<file path="config.mk">
export PLATFORM = sky130hd
export DESIGN_NAME = store_merge_unit
export DESIGN_NICKNAME = d
export VERILOG_FILES = /design/src/rtl/store_merge_unit.sv
export SDC_FILE = /design/constraint.sdc
export NUM_CORES = 1
export LEC_CHECK = 0
export ABC_AREA = 1
export BUFFER_PORTS_ARGS = -buffer_cell sky130_fd_sc_hd__buf_4
export CAP_MARGIN = 25
export CORE_ASPECT_RATIO = 0.75
export CORE_UTILIZATION = 59
export CTS_BUF_LIST = sky130_fd_sc_hd__clkbuf_8
export DETAILED_ROUTE_END_ITERATION = 10
export PLACE_DENSITY_LB_ADDON = 0.2
export SLEW_MARGIN = 20
export SYNTH_ARGS = -nofsm -noshare
export SYNTH_HDL_FRONTEND = slang
export SYNTH_SLANG_ARGS = --single-unit
</file>
<file path="constraint.sdc">
create_clock -name clk -period 4.2 [get_ports clk]
set_input_delay 0.42 -clock clk [delete_from_list [all_inputs] [get_ports clk]]
set_output_delay 0.42 -clock clk [all_outputs]
set_load 0.05 [all_outputs]
</file>
<file path="src/rtl/store_merge_unit.sv">
// Store-path narrowing and read-modify-write merge into a word-only data memory.
// Handles sb/sh/sw, rejecting misaligned and reserved-size stores with a one-cycle err pulse.
module store_merge_unit #(
  parameter int WADDR_W = 30
) (
  input  logic               clk,
  input  logic               reset,
  input  logic               req_valid,
  output logic               req_ready,
  input  logic [31:0]        req_addr,
  input  logic [31:0]        req_data,
  input  logic [1:0]         req_size,
  output logic               mem_en,
  output logic               mem_we,
  output logic [WADDR_W-1:0] mem_addr,
  output logic [31:0]        mem_wdata,
  input  logic [31:0]        mem_rdata,
  output logic               done,
  output logic               err
);

  localparam logic [2:0] IDLE  = 3'd0;
  localparam logic [2:0] READ  = 3'd1;
  localparam logic [2:0] MERGE = 3'd2;
  localparam logic [2:0] WRITE = 3'd3;
  localparam logic [2:0] ERR   = 3'd4;

  localparam logic [1:0] SIZE_B = 2'b00;
  localparam logic [1:0] SIZE_H = 2'b01;
  localparam logic [1:0] SIZE_W = 2'b10;

  logic [2:0]         state;
  logic               live;
  logic [WADDR_W-1:0] addr_q;
  logic [31:0]        data_q;
  logic [31:0]        wdata_q;
  logic [1:0]         size_q;
  logic [1:0]         lane_q;
  logic               accept;

  function automatic logic misaligned(input logic [1:0] size, input logic [1:0] lo);
    logic bad;
    bad = 1'b0;
    case (size)
      SIZE_B:  bad = 1'b0;
      SIZE_H:  bad = lo[0];
      SIZE_W:  bad = (lo != 2'b00);
      default: bad = 1'b1;
    endcase
    return bad;
  endfunction

  // Little-endian lane replacement; untouched lanes keep the memory word.
  function automatic logic [31:0] merge_lane(input logic [31:0] word, input logic [31:0] data,
                                             input logic [1:0] size, input logic [1:0] lane);
    logic [31:0] m;
    m = word;
    case (size)
      SIZE_B:  m[{lane, 3'b000} +: 8]        = data[7:0];
      SIZE_H:  m[{lane[1], 4'b0000} +: 16]   = data[15:0];
      default: m                             = data;
    endcase
    return m;
  endfunction

  assign accept = req_valid && req_ready;

  always_ff @(posedge clk or negedge reset) begin
    if (!reset) begin
      state   <= IDLE;
      live    <= 1'b0;
      addr_q  <= '0;
      data_q  <= '0;
      wdata_q <= '0;
      size_q  <= '0;
      lane_q  <= '0;
    end else begin
      live <= 1'b1;
      case (state)
        IDLE: begin
          if (accept) begin
            addr_q <= req_addr[WADDR_W+1:2];
            data_q <= req_data;
            size_q <= req_size;
            lane_q <= req_addr[1:0];
            if (misaligned(req_size, req_addr[1:0])) begin
              state <= ERR;
            end else if (req_size == SIZE_W) begin
              wdata_q <= req_data;
              state   <= WRITE;
            end else begin
              state <= READ;
            end
          end
        end
        READ:  state <= MERGE;
        // mem_rdata is valid here, one cycle after the read strobe.
        MERGE: begin
          wdata_q <= merge_lane(mem_rdata, data_q, size_q, lane_q);
          state   <= WRITE;
        end
        WRITE:   state <= IDLE;
        ERR:     state <= IDLE;
        default: state <= IDLE;
      endcase
    end
  end

  // live keeps req_ready low until the first clock after reset release.
  assign req_ready = live && (state == IDLE);
  assign mem_en    = (state == READ) || (state == WRITE);
  assign mem_we    = (state == WRITE);
  assign mem_addr  = addr_q;
  assign mem_wdata = (state == WRITE) ? wdata_q : 32'h0;
  assign done      = (state == WRITE);
  assign err       = (state == ERR);

endmodule

</file>
; ---- Yosys cells after proc, flatten, opt, wreduce, memory -nomap -nowiden
; Index checks and enable logic that the tools add are counted.
[word_totals]
reg_bits = 102
word_cells = 48
input_bits = 101
[op_classes]
n_reduce_logical = 10
add_sub_neg = 2
n_shift = 4
eq_ne = 10
muxes = 15
[op_table]
columns = operator, count
row1 = 32-bit 2-to-1 mux, 4
row2 = 32-bit one-hot mux with 2 select lines, 2
row3 = 32-bit bitwise mux, 2
row4 = 16-bit by 7-bit variable shift with 32-bit output (first input constant), 1
row5 = 8-bit by 7-bit variable shift with 32-bit output (first input constant), 1
row6 = 16-bit by 7-bit indexed part select with 32-bit output, 1
row7 = 8-bit by 7-bit indexed part select with 32-bit output, 1
row8 = 5-bit negator with 7-bit output, 2
row9 = 3-bit one-hot mux with 3 select lines, 1
row10 = 3-bit by 2-bit == test with 1-bit output (second input constant), 2
row11 = 3-bit 2-to-1 mux, 2
row12 = 2-bit inequality test (second input constant), 3
row13 = 2-bit by 1-bit == test with 1-bit output (second input constant), 2
row14 = 2-bit logical NOT, 2
row15 = 4-bit AND reduction, 1
row16 = 2-bit nonzero test, 2
row17 = 3-bit by 1-bit == test with 1-bit output (second input constant), 1
row18 = 3-bit == test (second input constant), 1
row19 = 3-bit logical NOT, 1
row20 = 1-bit one-hot mux with 3 select lines, 1
row21 = 2-bit == test (second input constant), 1
row22 = 1-bit logical AND, 2
row23 = 1-bit 2-to-1 mux, 2
row24 = 2-bit 2-to-1 mux, 1
row25 = other kinds (2), 2

; ---- Logic depth before layout (Yosys ltp)
; Gate-level depths: netlist of the first run.
[logic_depth]
depth_word = 8
depth_mapped = 13

; ---- Worst setup path before layout of the first run
; OpenSTA, ideal clock, no wires.
[synth_path]
kind = register to output
from = register state[2]
to = output port mem_wdata[10]
setup_slack_ns = 1.422
path_stages_with_launch = 7
t_arrival_ns = 2.358
path_cell_list = dfrtp_1 inv_2 nand2_1 nor2_1 inv_1 clkbuf_1 nor2_1
[synth_between]
elab_chain_cells = 2
[synth_rtl]
columns = item, line_no
row1 = from (decl), 32  ; logic [2:0] state;
row2 = from (signal assigned), 70  ; state <= IDLE;
row3 = from (signal assigned), 87  ; state <= ERR;
row4 = from (signal assigned), 90  ; state <= WRITE;
row5 = 3-bit by 2-bit == test with 1-bit output, -
row6 = named net done, 18  ; output logic done,
row7 = 32-bit 2-to-1 mux, 114  ; assign mem_wdata = (state == WRITE) ? wdata_q : 32'h0;
row8 = to (decl), 16  ; output logic [31:0] mem_wdata,
; The timed path passes the listed nets, and every way through them passes these cells.

; ---- Final worst setup path of the first run
[layout_path]
from = register state[2]
to = output port mem_wdata[25]
[layout_between]
elab_chain_cells = 2
[layout_rtl]
columns = item, line_no
row1 = 3-bit by 2-bit == test with 1-bit output, 114
row2 = 32-bit 2-to-1 mux, 114
; No other way between the ends.

==> impl_metrics.yaml, run 1 <==
status:
  status: "completed"
sta:
  whs_ps: 126
  layout_min_cycle_time_ps: 2500
  tns_ps: 0
  grt_setup_unrepaired: "false"
  slew_headroom_pct: 32.7
  worst_pin_slew_ps: 1010
  clock.fmax_mhz: 400
  finalSetupViolCount: 0
  skew_ps: 10.8
  finalCritPeriodShare_pct: 59.5
  hold_viol: 0
  maxSlewViolCount: 0
critical_path:
  criticalPathCategory: "flip-flop to output pin"
  critPathLaunchType: "flip-flop"
  cp_slowest_cell: "dfrtp_1"
  path_delay_family: "buffers and inverters"
  r2r_end: "data_q[12]"
  cp.buffers_inverters: 4
  max_stage_delay_ps: 420
  required_ps: 3780
  arrival_ps: 2080
  cp_cell_sequence: "inv_2, nand2_1, nor2_1, inv_1, buf_8, nor2_1, buf_4"
  cp-end-kind: "output pin"
  r2r_setup_slack_ps: 1890
  crit_end: "mem_wdata[25]"
  rr_worst_depth: 7
  crit_top_cell: "nor2_1"
  path_depth: 7
  reg2reg_from: "state[1]"
  cp-startpoint: "state[2]"
  path_max_fanout: 23
cts:
  hold_buffers: 0
  cts.clk_slew.worst_paths_ps: 110
  cts_buffers: 9
  htreeDepth: 3
  cts_buffer_depth: 2
  cts.sinks: 102
  cts_tree: "done"
  cts_resized: 0
  postCtsSetupBuffers: 0
  root_buffer: "clkbuf_8"
  insertion_delay_ps: 390
grt:
  antenna_found_initial: 0
  grt-ovfl-total: 0
  grt_use_total_pct: 33.5
  grt_pass1_wl_um: 29000
  grt_max_degree: 104
  grt_pass1_vias: 6101
yosys:
  synth_fa_ha_area_share_pct: 0.992
  synth_nets: 1110
  syn-cell-area_mm2: 0.00631
  synth-simple-area-share_pct: 39.8
  yosysWarnings: 0
  synth_top_area_share_pct: 40.5
  synth_top_cell_by_area: "dfrtp_1"
  synth_seq_cells: 102
  yosysUniqueCellTypes: 25
  seq_area_frac_synth_pct: 40.5
  synth_compound_area_share_pct: 6.07
  syn_inst: 1004
  synth_area_leaders: "dfrtp_1 (40%), nand2_1 (25%), inv_1 (8.2%), nor2_1 (6.9%), nand3_1 (6.8%)"
  synthXorXnorAreaFrac_pct: 0
  syn_avg_cell_area_um2: 6.28
  synth_top_family_by_area: "simple AND/OR/NAND/NOR gates"
  synth_mux_area_share_pct: 0
flow_run:
  cap_violations: 0
detailed_routing:
  via_count: 6516
  post_drt_wl_per_cell_um: 13.6
  wirelength_um: 17500
  drt-pass1-iter-count: 6
  ant_nets: 0
  drc: 0
  viasPerCell: 5.09
  drt_iter0_markers: 507
layout:
  drive_gt1_share_pct: 17.8
  stdcell_count: 1280
  finalNetCount: 1245
  syn2layout_area_growth_pct: 23.5
  finalInstanceArea_mm2: 0.00779
  n_antenna_cell: 0
  nFillCells: 882
placement:
  dp.cells: 1262
  placed_area_mm2: 0.00755
  port_buffers: 167
  dp_hpwl_um: 12500
  gp_congestion: 0.956
die:
  ios: 168
  rows: 32
  core_mm2: 0.0103
  die-area_mm2: 0.0111
  die_y_um: 91.5
  initial_core_util_pct: 61.0
  die_w_um: 121
pwr:
  peakVddDrop_mv: 0.444
  leakage_nw: 4.56
  powerDensity_mw_per_mm2: 678
worst_hold_path:
  hp-class: "input port to async pin"
cells by family after synthesis:
family,Yosys count
other,1
buffers and inverters,193
adder cells (fa/ha/maj),5
AND/OR/NAND/NOR,630
AO/OA/AOI/OAI,73
flip-flops,102
power by group:
part | internal (mW) | switching, mW
logic | 0.878 | 2.00
clock network | 0.229 | 0.381
registers | 1.43 | 0.360
total | 2.54 | 2.74
area by class of cell:
type	instances	area, um2	area share, %
multi-input cells	709	2980	38.3
flip-flops and latches	102	2550	32.8
repair buffers	175	1360	17.5
inverters	142	533	6.84
well taps	136	170	2.19
clock buffers	9	124	1.59
clock inverters	7	67.6	0.868
cells in the mapped netlist:
cell type	instances
a21oi_1	1
a21oi_2	1
a31oi_1	1
and3_1	1
buf_1	1
buf_2	24
buf_4	6
buf_6	2
clkbuf_1	18
clkinv_1	2
conb_1	1
dfrtp_1	102
ha_1	5
inv_1	137
inv_2	3
nand2_1	414
nand3_1	86
nand4_1	8
nor2_1	116
nor2_2	4
nor2_4	1
o21ai_0	31
o21ai_1	31
o21ai_2	1
o22ai_1	7
sequential cells by signal (all words and copies together) (netlist names):
signal	count
live	1
mem_addr	30
wdata_q	32
data_q	32
lane_q	2
size_q	2
state	3
cell usage in the layout, fill, tap and decap left out, types with 2 or more instances in the layout:
cell      synthesis  final
clkbuf_8          0      9
o21ai_1          31     31
inv_1           137    137
nand3_1          86     84
clkinv_1          2      2
ha_1              5      5
nor2_2            4      4
buf_16            0      2
nand2_1         414    413
nor2_1          116    116
o21ai_0          31     31
buf_4             6    172
inv_2             3      3
nand4_1           8      8
o22ai_1           7      7
nand3_2           0      2
clkinv_4          0      3
dfrtp_1         102    102
per-stage QoR:
| stage | setup WS (ps) | util (%) | total power [mW] |
|---|---|---|---|
| after detailed placement | 1700 | 73.1 | 4.63 |
| after global placement | 1800 | 72.9 | 4.56 |
| after floorplan | 1420 | - | 3.83 |
| final | 1700 | 75.4 | 5.28 |
| after CTS | 1450 | 75.0 | 5.25 |
| after global routing | 1580 | 75.4 | 5.71 |
worst register-to-register path, stage by stage, from the launching register on:
cell	delay, ps
dfrtp_1	440
nor2_1	150
nand2_1	100
nor2_4	570
nand2_4	400
buf_16	340
nand2_1	110
o21ai_0	70
metal layers:
| layer | routed length (um) | up-vias | track usage [%] |
|---|---|---|---|
| li1 | - | 3290 | - |
| met1 | 7750 | 2924 | 46.1 |
| met2 | 7930 | 274 | 52.7 |
| met3 | 1430 | 28 | 7.91 |
| met4 | 344 | 0 | 8.85 |
| met5 | 0 | - | 0 |
worst min path at each step:
stage          depth (start not counted)      endpoint  slack [ps]    startpoint
6_report                               1   wdata_q[16]         130         reset
5_1_grt                                1   wdata_q[16]         190         reset
4_1_cts                                1   wdata_q[16]         180         reset
3_5_place_dp                           2  mem_addr[19]         460  mem_addr[19]
3_3_place_gp                           2  mem_addr[11]         460  mem_addr[11]
2_1_floorplan                          0     data_q[0]         120         reset
Power figures use the tool's default switching activity.
==> inputs of run 2 (changes only) <==
Settings changed: CORE_UTILIZATION 59 to 50.
Clock period 4.2 ns to 2.2 ns, I/O delays scaled along.
==> impl_metrics.yaml, run 2 (synthesized netlist as in run 1, its figures left out) <==
pwr:
  leakage_nw: 4.64
  powerDensity_mw_per_mm2: 1300
  power_mw: 10.4
  peakVddDrop_mv: 0.842
grt:
  grt_max_degree: 82
  antenna_found_initial: 0
  grt-ovfl-total: 0
  grt_pass1_vias: 6170
  grt_pass1_wl_um: 30500
  grt_use_total_pct: 29.2
cts:
  cts.sinks: 102
  cts_buffers: 9
  cts_buffer_depth: 2
  insertion_delay_ps: 390
  root_buffer: "clkbuf_8"
  htreeDepth: 3
  cts_tree: "done"
  cts.clk_slew.worst_paths_ps: 130
  postCtsSetupBuffers: 0
critical_path:
  criticalPathCategory: "flip-flop to output pin"
  cp-end-kind: "output pin"
  r2r_setup_slack_ps: 420
  arrival_ps: 1840
  required_ps: 1980
  path_max_fanout: 23
  critPathLaunchType: "flip-flop"
layout:
  layout_commonest_cell: "nand2_1"
  syn2layout_area_growth_pct: 26.5
  finalNetCount: 1264
  drive_gt1_share_pct: 19.3
  final_cell_mix: "nand2_1 (413), buf_4 (190), inv_1 (136)"
  n_antenna_cell: 0
detailed_routing:
  post_drt_wl_per_cell_um: 13.8
  wirelength_um: 18300
  viasPerCell: 5.00
  drt-pass1-iter-count: 7
  drt_iter0_markers: 521
  ant_nets: 0
  drc: 0
  via_count: 6648
sta:
  layout_setup_ws_ps: 144
  worst_pin_slew_ps: 551
  skew_ps: 17.0
  hold_viol: 0
  slew_headroom_pct: 63.1
  grt_setup_unrepaired: "false"
  clock.fmax_mhz: 486
  maxSlewViolCount: 0
  finalCritPeriodShare_pct: 93.5
  finalSetupViolCount: 0
  layout_min_cycle_time_ps: 2060
placement:
  dp_slack_ps: 467
  gp_congestion: 0.925
  dp_hpwl_um: 13500
  port_buffers: 167
status:
  status: "completed"
worst_hold_path:
  hp-class: "input port to flip-flop"
flow_run:
  cap_violations: 0
die:
  die_y_um: 99.3
  die-area_mm2: 0.0131
  rows: 35
  initial_core_util_pct: 51.2
  core_mm2: 0.0123
  die_w_um: 132
  ios: 168
## run 2: report_power, final
part	switching (mW)	internal, mW
sequential	0.638	2.74
clock	0.780	0.455
combinational	3.93	1.82
total	5.35	5.01
## run 2: final cells by class
cell class,count,area (um2)
inverters,142,533
flip-flops and latches,102,2550
clock buffers,9,124
well taps,166,208
clock inverters,7,90.1
repair buffers,194,1490
fillers,1212,4330
multi-input cells,709,2980
## run 2: metrics by stage
step / std cells / instance area [um2] / TNS [ps] / utilization, % / hold WS (ps)
after floorplan: 1004 / 6310 / -2740 / - / -75.6
after global placement: 1312 / 7750 / 0 / 63.0 / 196
after detailed placement: 1312 / 7750 / 0 / 63.0 / 197
after CTS: 1329 / 7970 / 0 / 64.8 / 28.7
after global routing: 1329 / 7980 / 0 / 64.8 / 38.1
final: 1329 / 7980 / 0 / 64.8 / 42.9
## run 2: routing by layer
| layer | GRT usage (%) | vias to the layer above | share of wire [%] |
|---|---|---|---|
| met5 | 0 | - | 0 |
| met4 | 6.26 | 0 | 1.2 |
| met3 | 6.47 | 22 | 7.5 |
| met2 | 47.2 | 239 | 45 |
| met1 | 40.4 | 3045 | 46 |
| li1 | - | 3342 | - |
## run 2: final timing paths
| check | end | start | cells past startpoint |
|---|---|---|---|
| min in group asynchronous | data_q[10] | reset | 2 |
| worst min register to register | mem_addr[6] | mem_addr[6] | 2 |
| worst min-delay path | mem_addr[3] | req_addr[5] | 3 |
| worst max register to register | wdata_q[7] | lane_q[0] | 9 |
| worst max-delay path | mem_wdata[14] | state[2] | 7 |
| max in group asynchronous | wdata_q[31] | reset | 3 |
## run 2: repair_timing
item                       in CTS  in global routing
resized for setup               0                  2
hold endpoints to repair       30                  0
hold buffers                    1                  0
setup endpoints to repair       0                 23
## run 2: worst max-delay path: stages (launching register included)
cell and delay, ps:
dfrtp_1 420, inv_2 100, nand2_1 100, nor2_2 160, inv_2 120, buf_6 190, nor2_1 130, buf_4 210
==> inputs of run 3 (changes only) <==
Settings changed: CORE_UTILIZATION 50 to 55.
Clock period 2.2 ns to 2 ns, I/O delays scaled along.
==> impl_metrics.yaml, run 3 (synthesized netlist as in run 1, its figures left out) <==
status:
  status: "finished with violations"
  violations: "design-rule violations"
sta:
  skew_ps: 15.9
  layout_min_cycle_time_ps: 1940
  whs_ps: 39.7
  clock.fmax_mhz: 515
  layout_setup_ws_ps: 57.5
  finalCritPeriodShare_pct: 97.1
  hold_viol: 0
  worst_pin_slew_ps: 565
  slew_headroom_pct: 62.2
  grt_setup_unrepaired: "true"
  tns_ps: 0
  maxSlewViolCount: 0
  finalSetupViolCount: 0
placement:
  port_buffers: 167
  dp_slack_ps: 262
  dp_hpwl_um: 13700
  gp_congestion: 0.935
detailed_routing:
  viasPerCell: 5.14
  drt_iter0_markers: 459
  ant_nets: 0
  post_drt_wl_per_cell_um: 14.7
  via_count: 6739
  drc: 8
  wirelength_um: 19200
  drt-pass1-iter-count: 9
critical_path:
  path_max_fanout: 32
  path_delay_family: "buffers and inverters"
  cp_cell_sequence: "inv_2, nand2_2, nor2_4, inv_2, buf_12, nor2_2, buf_6"
  criticalPathCategory: "flip-flop to output pin"
  cp-end-kind: "output pin"
  cp_slowest_cell: "dfrtp_1"
  required_ps: 1800
  max_stage_delay_ps: 410
  arrival_ps: 1740
  critPathLaunchType: "flip-flop"
  cp.buffers_inverters: 4
  crit_top_cell: "inv_2"
cts:
  insertion_delay_ps: 390
  cts_buffer_depth: 2
  cts.clk_slew.worst_paths_ps: 110
  htreeDepth: 3
  cts.sinks: 102
  cts_buffers: 9
  cts_tree: "done"
  root_buffer: "clkbuf_8"
grt:
  grt_use_total_pct: 33.4
  grt_pass1_wl_um: 30800
  antenna_found_initial: 0
  grt_pass1_vias: 6140
  grt_max_degree: 49
  grt-ovfl-total: 0
layout:
  drive_gt1_share_pct: 22.6
  n_antenna_cell: 0
  final_cell_mix: "nand2_1 (412), buf_4 (179), inv_1 (136)"
  syn2layout_area_growth_pct: 30.5
  nFillCells: 930
  layout_commonest_cell: "nand2_1"
  finalNetCount: 1272
flow_run:
  cap_violations: 0
die:
  rows: 33
  die_y_um: 94.7
  initial_core_util_pct: 57.2
  die-area_mm2: 0.0119
  die_w_um: 126
  core_mm2: 0.0110
  ios: 168
pwr:
  power_mw: 11.7
  leakage_nw: 4.71
  peakVddDrop_mv: 0.966
  powerDensity_mw_per_mm2: 1430
worst_hold_path:
  hp-class: "input port to flip-flop"
-- run 3: report_power, final --
part	switching [mW]	internal [mW]	total (mW)
Sequential	0.739	3.01	3.75
Clock	0.778	0.587	1.37
Combinational	4.50	2.12	6.62
-- run 3: area by class of cell --
cell class	count	area (um2)	area share, %
multi-input combinational	709	3130	38.0
sequential	102	2550	31.0
timing repair buffer	202	1650	20.0
inverter	142	533	6.48
tap	140	175	2.13
clock buffer	9	124	1.51
clock inverter	6	68.8	0.836
-- run 3: timing repair --
action,4_1_cts,5_1_grt
buffers inserted,0,2
hold endpoints to repair,30,0
pin swaps,0,1
setup endpoints to repair,2,33
resized for setup,3,22
hold buffers,1,0
-- run 3: through the flow --
| stage | area [um2] | instances | util (%) |
|---|---|---|---|
| finish | 8230 | 1310 | 74.6 |
| floorplan | 6440 | 1004 | - |
| CTS | 8130 | 1308 | 73.7 |
| detailed placement | 7920 | 1292 | 71.8 |
| global route | 8230 | 1310 | 74.6 |
| global placement | 7920 | 1292 | 71.8 |
-- run 3: worst min-delay path, stage by stage --
cell and delay (ps):
buf_4 70, nand3_1 60, nand2_1 60
-- run 3: worst paths after layout --
| check | startpoint | to | slack (ps) | depth (start not counted) |
|---|---|---|---|---|
| setup / recovery | state[2] | mem_wdata[29] | 60 | 7 |
| hold / removal | req_addr[23] | mem_addr[21] | 40 | 3 |
| setup reg to reg | lane_q[1] | wdata_q[25] | 200 | 9 |
| hold reg to reg | mem_addr[7] | mem_addr[7] | 480 | 2 |
| max in group asynchronous | reset | lane_q[1] | 990 | 3 |
| min in group asynchronous | reset | data_q[17] | 330 | 2 |
-- run 3: routing by layer --
metal / global-route usage, % / part of all wire, %
met1: 46.9 / 45
met2: 52.2 / 46
met3: 6.97 / 7.2
met4: 10.1 / 2.2
met5: 0 / 0
